--- src/rtl/monitor_pkg.sv ---
// rtl/monitor_pkg.sv - shared mode type, bit indices and saturation helper for the monitor controller
package monitor_pkg;

    typedef struct packed {
        logic side;
        logic mono;
        logic cut;
        logic dim;
    } mode_t;

    localparam int MODE_DIM  = 0;
    localparam int MODE_CUT  = 1;
    localparam int MODE_MONO = 2;
    localparam int MODE_SIDE = 3;

    // Difference of two sign-extended samples, clamped to a signed range of the given width.
    function automatic logic signed [63:0] sat_sub(
        input logic signed [63:0] a,
        input logic signed [63:0] b,
        input int                 width
    );
        logic signed [63:0] diff;
        logic signed [63:0] hi;
        logic signed [63:0] lo;
        diff = a - b;
        hi   = (64'sd1 <<< (width - 1)) - 64'sd1;
        lo   = -hi - 64'sd1;
        if (diff > hi) begin
            return hi;
        end
        if (diff < lo) begin
            return lo;
        end
        return diff;
    endfunction

endpackage

--- src/rtl/button_debounce.sv ---
// rtl/button_debounce.sv - 2-FF synchroniser, hold-time debouncer and press pulse for one button
module button_debounce #(
    parameter int DEBOUNCE_CYCLES = 1000000
) (
    input  logic i_clock,
    input  logic i_reset,
    input  logic i_btn,
    output logic o_rise
);
    localparam int CW = (DEBOUNCE_CYCLES > 1) ? $clog2(DEBOUNCE_CYCLES) : 1;
    localparam logic [CW-1:0] LAST = CW'(DEBOUNCE_CYCLES - 1);

    logic [1:0]    sync_q;
    logic          level_q;
    logic          level_d;
    logic          rise_q;
    logic [CW-1:0] cnt_q;
    logic [CW-1:0] cnt_d;

    // Count only while the synchronised level disagrees with the accepted level.
    always_comb begin
        level_d = level_q;
        cnt_d   = cnt_q;
        if (sync_q[1] == level_q) begin
            cnt_d = '0;
        end else if (cnt_q == LAST) begin
            level_d = sync_q[1];
            cnt_d   = '0;
        end else begin
            cnt_d = cnt_q + 1'b1;
        end
    end

    always_ff @(posedge i_clock) begin
        if (i_reset) begin
            sync_q  <= '0;
            level_q <= 1'b0;
            cnt_q   <= '0;
            rise_q  <= 1'b0;
        end else begin
            sync_q  <= {sync_q[0], i_btn};
            level_q <= level_d;
            cnt_q   <= cnt_d;
            rise_q  <= level_d & ~level_q;
        end
    end

    assign o_rise = rise_q;

endmodule

--- src/rtl/monitor_controller_ramp.sv ---
// rtl/monitor_controller_ramp.sv - stereo monitor matrix with click-free ramped dim/cut gain
module monitor_controller_ramp
    import monitor_pkg::*;
#(
    parameter int DATA_WIDTH      = 24,
    parameter int GAIN_BITS       = 8,
    parameter int DIM_SHIFT       = 2,
    parameter int RAMP_STEP       = 4,
    parameter int DEBOUNCE_CYCLES = 1000000
) (
    input  logic                         i_clock,
    input  logic                         i_reset,
    input  logic signed [DATA_WIDTH-1:0] i_data_left,
    input  logic signed [DATA_WIDTH-1:0] i_data_right,
    input  logic                         i_data_valid,
    input  logic                         i_btnu,
    input  logic                         i_btnd,
    input  logic                         i_btnl,
    input  logic                         i_btnr,
    output logic signed [DATA_WIDTH-1:0] o_data_left,
    output logic signed [DATA_WIDTH-1:0] o_data_right,
    output logic                         o_data_valid,
    output logic [3:0]                   o_mode,
    output logic                         o_ramp_busy
);
    localparam int W  = DATA_WIDTH;
    localparam int GW = GAIN_BITS + 1;
    localparam int PW = DATA_WIDTH + GAIN_BITS + 1;
    localparam logic [GW-1:0] UNITY    = GW'(1) << GAIN_BITS;
    localparam logic [GW-1:0] DIM_GAIN = UNITY >> DIM_SHIFT;
    localparam logic [GW-1:0] STEP     = GW'(RAMP_STEP);

    logic [3:0] btn_raw;
    logic [3:0] btn_rise;

    assign btn_raw = {i_btnr, i_btnl, i_btnd, i_btnu};

    genvar gi;
    generate
        for (gi = 0; gi < 4; gi++) begin : g_btn
            button_debounce #(
                .DEBOUNCE_CYCLES(DEBOUNCE_CYCLES)
            ) u_debounce (
                .i_clock(i_clock),
                .i_reset(i_reset),
                .i_btn  (btn_raw[gi]),
                .o_rise (btn_rise[gi])
            );
        end
    endgenerate

    function automatic logic [GW-1:0] target_of(input mode_t m);
        if (m.cut) begin
            return '0;
        end
        if (m.dim) begin
            return DIM_GAIN;
        end
        return UNITY;
    endfunction

    mode_t                mode_q;
    mode_t                mode_d;
    logic [GW-1:0]        gain_q;
    logic [GW-1:0]        gain_d;
    logic [GW-1:0]        tgt_q;
    logic                 busy_q;
    logic                 busy_d;
    logic                 s1_valid_q;
    logic signed [W-1:0]  s1_l_q;
    logic signed [W-1:0]  s1_r_q;
    logic [GW-1:0]        s1_gain_q;
    logic                 out_valid_q;
    logic signed [W-1:0]  out_l_q;
    logic signed [W-1:0]  out_r_q;

    logic signed [63:0]   l_ext;
    logic signed [63:0]   r_ext;
    logic signed [W:0]    sum;
    logic signed [W-1:0]  mat_l;
    logic signed [W-1:0]  mat_r;
    logic signed [PW-1:0] prod_l;
    logic signed [PW-1:0] prod_r;

    assign mode_d = mode_q ^ btn_rise;

    // Matrix uses the registered mode, so a toggle landing with a sample affects the next one.
    always_comb begin
        l_ext = {{(64-W){i_data_left[W-1]}}, i_data_left};
        r_ext = {{(64-W){i_data_right[W-1]}}, i_data_right};
        sum   = {i_data_left[W-1], i_data_left} + {i_data_right[W-1], i_data_right};
        mat_l = i_data_left;
        mat_r = i_data_right;
        if (mode_q.side) begin
            mat_l = W'(sat_sub(l_ext, r_ext, W));
            mat_r = mat_l;
        end else if (mode_q.mono) begin
            mat_l = W'(sum >>> 1);
            mat_r = mat_l;
        end
    end

    always_comb begin
        tgt_q  = target_of(mode_q);
        gain_d = gain_q;
        if (i_data_valid) begin
            if (gain_q > tgt_q) begin
                gain_d = ((gain_q - tgt_q) > STEP) ? (gain_q - STEP) : tgt_q;
            end else if (gain_q < tgt_q) begin
                gain_d = ((tgt_q - gain_q) > STEP) ? (gain_q + STEP) : tgt_q;
            end
        end
        busy_d = (gain_d != target_of(mode_d));
    end

    always_comb begin
        prod_l = $signed({{(GAIN_BITS+1){s1_l_q[W-1]}}, s1_l_q}) * $signed({{W{1'b0}}, s1_gain_q});
        prod_r = $signed({{(GAIN_BITS+1){s1_r_q[W-1]}}, s1_r_q}) * $signed({{W{1'b0}}, s1_gain_q});
    end

    always_ff @(posedge i_clock) begin
        if (i_reset) begin
            mode_q      <= '0;
            gain_q      <= UNITY;
            busy_q      <= 1'b0;
            s1_valid_q  <= 1'b0;
            s1_l_q      <= '0;
            s1_r_q      <= '0;
            s1_gain_q   <= UNITY;
            out_valid_q <= 1'b0;
            out_l_q     <= '0;
            out_r_q     <= '0;
        end else begin
            mode_q      <= mode_d;
            gain_q      <= gain_d;
            busy_q      <= busy_d;
            s1_valid_q  <= i_data_valid;
            out_valid_q <= s1_valid_q;
            if (i_data_valid) begin
                s1_l_q    <= mat_l;
                s1_r_q    <= mat_r;
                s1_gain_q <= gain_q;
            end
            if (s1_valid_q) begin
                out_l_q <= W'(prod_l >>> GAIN_BITS);
                out_r_q <= W'(prod_r >>> GAIN_BITS);
            end
        end
    end

    assign o_data_left  = out_l_q;
    assign o_data_right = out_r_q;
    assign o_data_valid = out_valid_q;
    assign o_mode       = mode_q;
    assign o_ramp_busy  = busy_q;

endmodule
--- config.mk ---
export PLATFORM = sky130hd
export DESIGN_NAME = monitor_controller_ramp
export DESIGN_NICKNAME = d
export VERILOG_FILES = /design/src/rtl/monitor_pkg.sv /design/src/rtl/button_debounce.sv /design/src/rtl/monitor_controller_ramp.sv
export SDC_FILE = /design/constraint.sdc
export NUM_CORES = 2
export LEC_CHECK = 0
export CORE_ASPECT_RATIO = 1.5
export CORE_MARGIN = 3
export CORE_UTILIZATION = 57
export CTS_CLUSTER_DIAMETER = 100
export CTS_CLUSTER_SIZE = 30
export DETAILED_ROUTE_END_ITERATION = 10
export PLACE_DENSITY_LB_ADDON = 0.3
export SLEW_MARGIN = 20
export SYNTH_ARGS = -nofsm -noshare
export SYNTH_HDL_FRONTEND = slang
export SYNTH_SLANG_ARGS = --single-unit
--- constraint.sdc ---
create_clock -name i_clock -period 6.06 [get_ports i_clock]
set_input_delay 1.818 -clock i_clock [delete_from_list [all_inputs] [get_ports i_clock]]
set_output_delay 1.818 -clock i_clock [all_outputs]
set_load 0.01 [all_outputs]
==> results_dict.tcl <==
set metrics [dict create \
    synth.yosys.warnings 0 \
    rsz0062_at_grt "false" \
    setup_tns_ns 0 \
    port_buffers 108 \
    drt-initial-drc-count 1572 \
    ant_nets 0 \
    syn2layout_area_growth_pct 8.719 \
    h-tree-depth 1 \
    critPathArrivalTime_ns 6.25 \
    async_reset_ff_share_pct 0 \
    cp.required_ns 6.50 \
    clock-root-buffer "clkbuf_16" \
    synth-seq-cells 217 \
    firstDrtPassIters 6 \
    synthesis.area_sq_mm 0.02590 \
    drive_gt1_share_pct 4.031 \
    clock_path_buffers 3 \
    ys_types 72 \
    status "finished clean" \
    dieArea_sq_mm 0.04809 \
    setup_viol 0 \
    holdWs_ns 0.4411 \
    clkLatencyLatePin_ns 0.53 \
    routedWlPerCell_microns 18.41 \
    cp_common_cell "fa_1" \
    place.gp.congestion 0.9386 \
    final_cell_mix "inv_1, fa_1, nand2_1, nor2_1, and2_1" \
    overflow 0 \
    grt_pass1_wl_microns 110000 \
    antenna_cells 0 \
    seq_area_frac_synth_pct 16.77 \
    dp.cells 3661 \
    worstSetupEndpointType "flip-flop" \
    worstPathCellList "buf_12 -> buf_4 -> nand2_1 -> fa_1 -> inv_1 -> fa_1 -> fa_1 -> fa_1 -> inv_1 -> fa_1 -> inv_1 -> ha_1 -> a21oi_1 -> o21ai_0 -> a21oi_1 -> nand4_1 -> nand4_1 -> a21oi_2 -> o41ai_1 -> xor2_1 -> a211oi_1" \
    p_leak_uw 0.01327 \
    grt_max_degree 98 \
    synth_edf_count 0 \
    cts_setup_buffers 0 \
    die_h_microns 267.1 \
    worst-slew-pin-transition_ns 0.8789 \
    cap_viol_max_count 0 \
    hold_viol 0 \
    fp.dieW_microns 180.1 \
    peakVddDrop_mv 0.2202 \
    postSynthCellCount 3070 \
    drcViolationCount 0 \
    dp.final_hpwl_microns 54660 \
    post-route-period-util_pct 95.97 \
    p_per_area_mw_per_mm2 183.7 \
    hold_path_class "reg -> reg" \
    layout.nets 3685 \
    layout.cells.non_filler 3683 \
    syn-num-nets 3659 \
    fp-row-count 95 \
    fmax_mhz 171.9 \
    clock_sinks 217 \
    cp_slowest_cell "fa_1" \
    maxSlewHeadroom_pct 41.19 \
    grt_use_total_pct 27.71 \
    worst_path_largest_cell_delay_ns 0.53 \
    clock_skew_ns 0.02888 \
    cts_buffers 13 \
    synth_ff_type "dfxtp_1" \
    startpoint_type "flip-flop" \
    cts_tree "yes" \
    syn_area_per_cell_sq_um 8.437 \
    antenna_found_initial 0 \
    slew_viol_final 0 \
    vias 21400 \
    coreArea_sq_mm 0.04481 \
    grt_pass1_vias 22030 \
    cts_hold_buf 0 \
    routed_via_density 5.811 \
    ioPinCount 109 \
    min_period_ns 5.816 \
    path_class "reg -> reg" \
    start_util_pct 57.80 \
    routed_wl_microns 67820 \
    clk_pin_slew_worst_paths_ns 0.11 \
    final_common_cell "inv_1" \
    worst-path-max-fanout 20 \
]
[synthesized netlist by cell type, types with 11 or more instances]
cell | instances | area share, %
inv_1 | 431 | 6.2
fa_1 | 342 | 26
nand2_1 | 303 | 4.4
nor2_1 | 273 | 4.0
and2_1 | 231 | 5.6
dfxtp_1 | 217 | 17
ha_1 | 192 | 9.3
clkbuf_1 | 142 | 2.1
a21oi_1 | 115 | 2.2
xnor2_1 | 98 | 3.3
o21ai_0 | 82 | 1.6
xor2_1 | 66 | 2.2
nand3_1 | 57 | 1.1
a211oi_1 | 48 | 1.4
mux2i_1 | 40 | 1.5
nor3_1 | 34 | 0.66
nand4_1 | 31 | 0.75
and3_1 | 30 | 0.72
nand2b_1 | 25 | 0.60
a21o_1 | 23 | 0.67
a31oi_1 | 20 | 0.48
nor2b_1 | 20 | 0.48
or3_1 | 19 | 0.46
a211o_1 | 15 | 0.51
o21bai_1 | 13 | 0.38
buf_1 | 12 | 0.17
nor4_1 | 11 | 0.27
o21a_1 | 11 | 0.32
[timing repair]
action                     4_1_cts  5_1_grt
hold endpoints to repair         0        0
resized for setup                0       18
setup endpoints to repair        0       14
[cells by family after synthesis]
logic type	Yosys count	synth area share, %
compound gates	429	11.02
xor+xnor	164	5.545
fa+ha+maj	534	35.71
buf+inv	597	8.753
flops	217	16.77
mux	40	1.546
simple gates	1089	20.66
[sequential cells by signal, summed over array words and instances, names as in the netlist, 8 cells and up]
register,cells
gain_q,9
s1_l_q,24
o_data_right,24
o_data_left,24
g_btn.u_debounce.sync_q,8
s1_r_q,24
s1_gain_q,9
g_btn.u_debounce.cnt_q,80
[worst max-delay path, delay by kind of cell, from the launching register on]
family | cells | cell delay [ns]
AO/OA/AOI/OAI | 6 | 1.27
XOR/XNOR | 1 | 0.12
adder cells (fa/ha/maj) | 6 | 2.88
buffers and inverters | 5 | 0.51
flip-flops | 1 | 0.41
AND/OR/NAND/NOR | 3 | 0.52
[layer usage]
layer	track usage, %	up-vias	wire [microns]
met1	33.28	10580	26250
li1	-	9890	-
met2	50.01	723	34140
met3	2.989	211	3649
met5	0	-	0
met4	13.02	0	3774
[worst paths after layout]
kind                                                                from                                        to  slack [ns]  cells past startpoint
worst max-delay path                           s1_gain_q[2]$_SDFFE_PP0P_             o_data_right[22]$_SDFFE_PP0P_        0.24                     21
worst min-delay path            g_btn[1].u_debounce.sync_q[0]$_SDFF_PP0_  g_btn[1].u_debounce.sync_q[1]$_SDFF_PP0_        0.44                      1
worst max register to register                 s1_gain_q[2]$_SDFFE_PP0P_             o_data_right[22]$_SDFFE_PP0P_        0.24                     21
worst min register to register  g_btn[1].u_debounce.sync_q[0]$_SDFF_PP0_  g_btn[1].u_debounce.sync_q[1]$_SDFF_PP0_        0.44                      1
[where the power goes]
group	internal, uW	total, uW	switching, uW
Sequential	1510	1660	154
Clock	434	1020	588
Combinational	1020	2490	1470
Total	2960	5170	2210
[through the flow]
| step | cell area, sq um | setup WS, ns | util [%] | total power, uW |
|---|---|---|---|---|
| floorplan | 25900 | 0.1156 | - | 3420 |
| global placement | 27630 | 0.1039 | 61.66 | 4085 |
| detailed placement | 27630 | 0.1442 | 61.66 | 4147 |
| CTS | 28070 | 0.1320 | 62.64 | 5172 |
| global route | 28160 | 0.01234 | 62.84 | 5545 |
| finish | 28160 | 0.2442 | 62.84 | 5173 |
[final cells by class]
class	instances	area, sq um
Clock buffer	13	325.3
Clock inverter	7	113.9
Fill cell	3820	16650
Inverter	432	1622
Multi-Input combinational cell	2256	19320
Sequential cell	217	4362
Tap cell	582	728.2
Timing Repair Buffer	176	1694
Power figures use the tool's default switching activity.
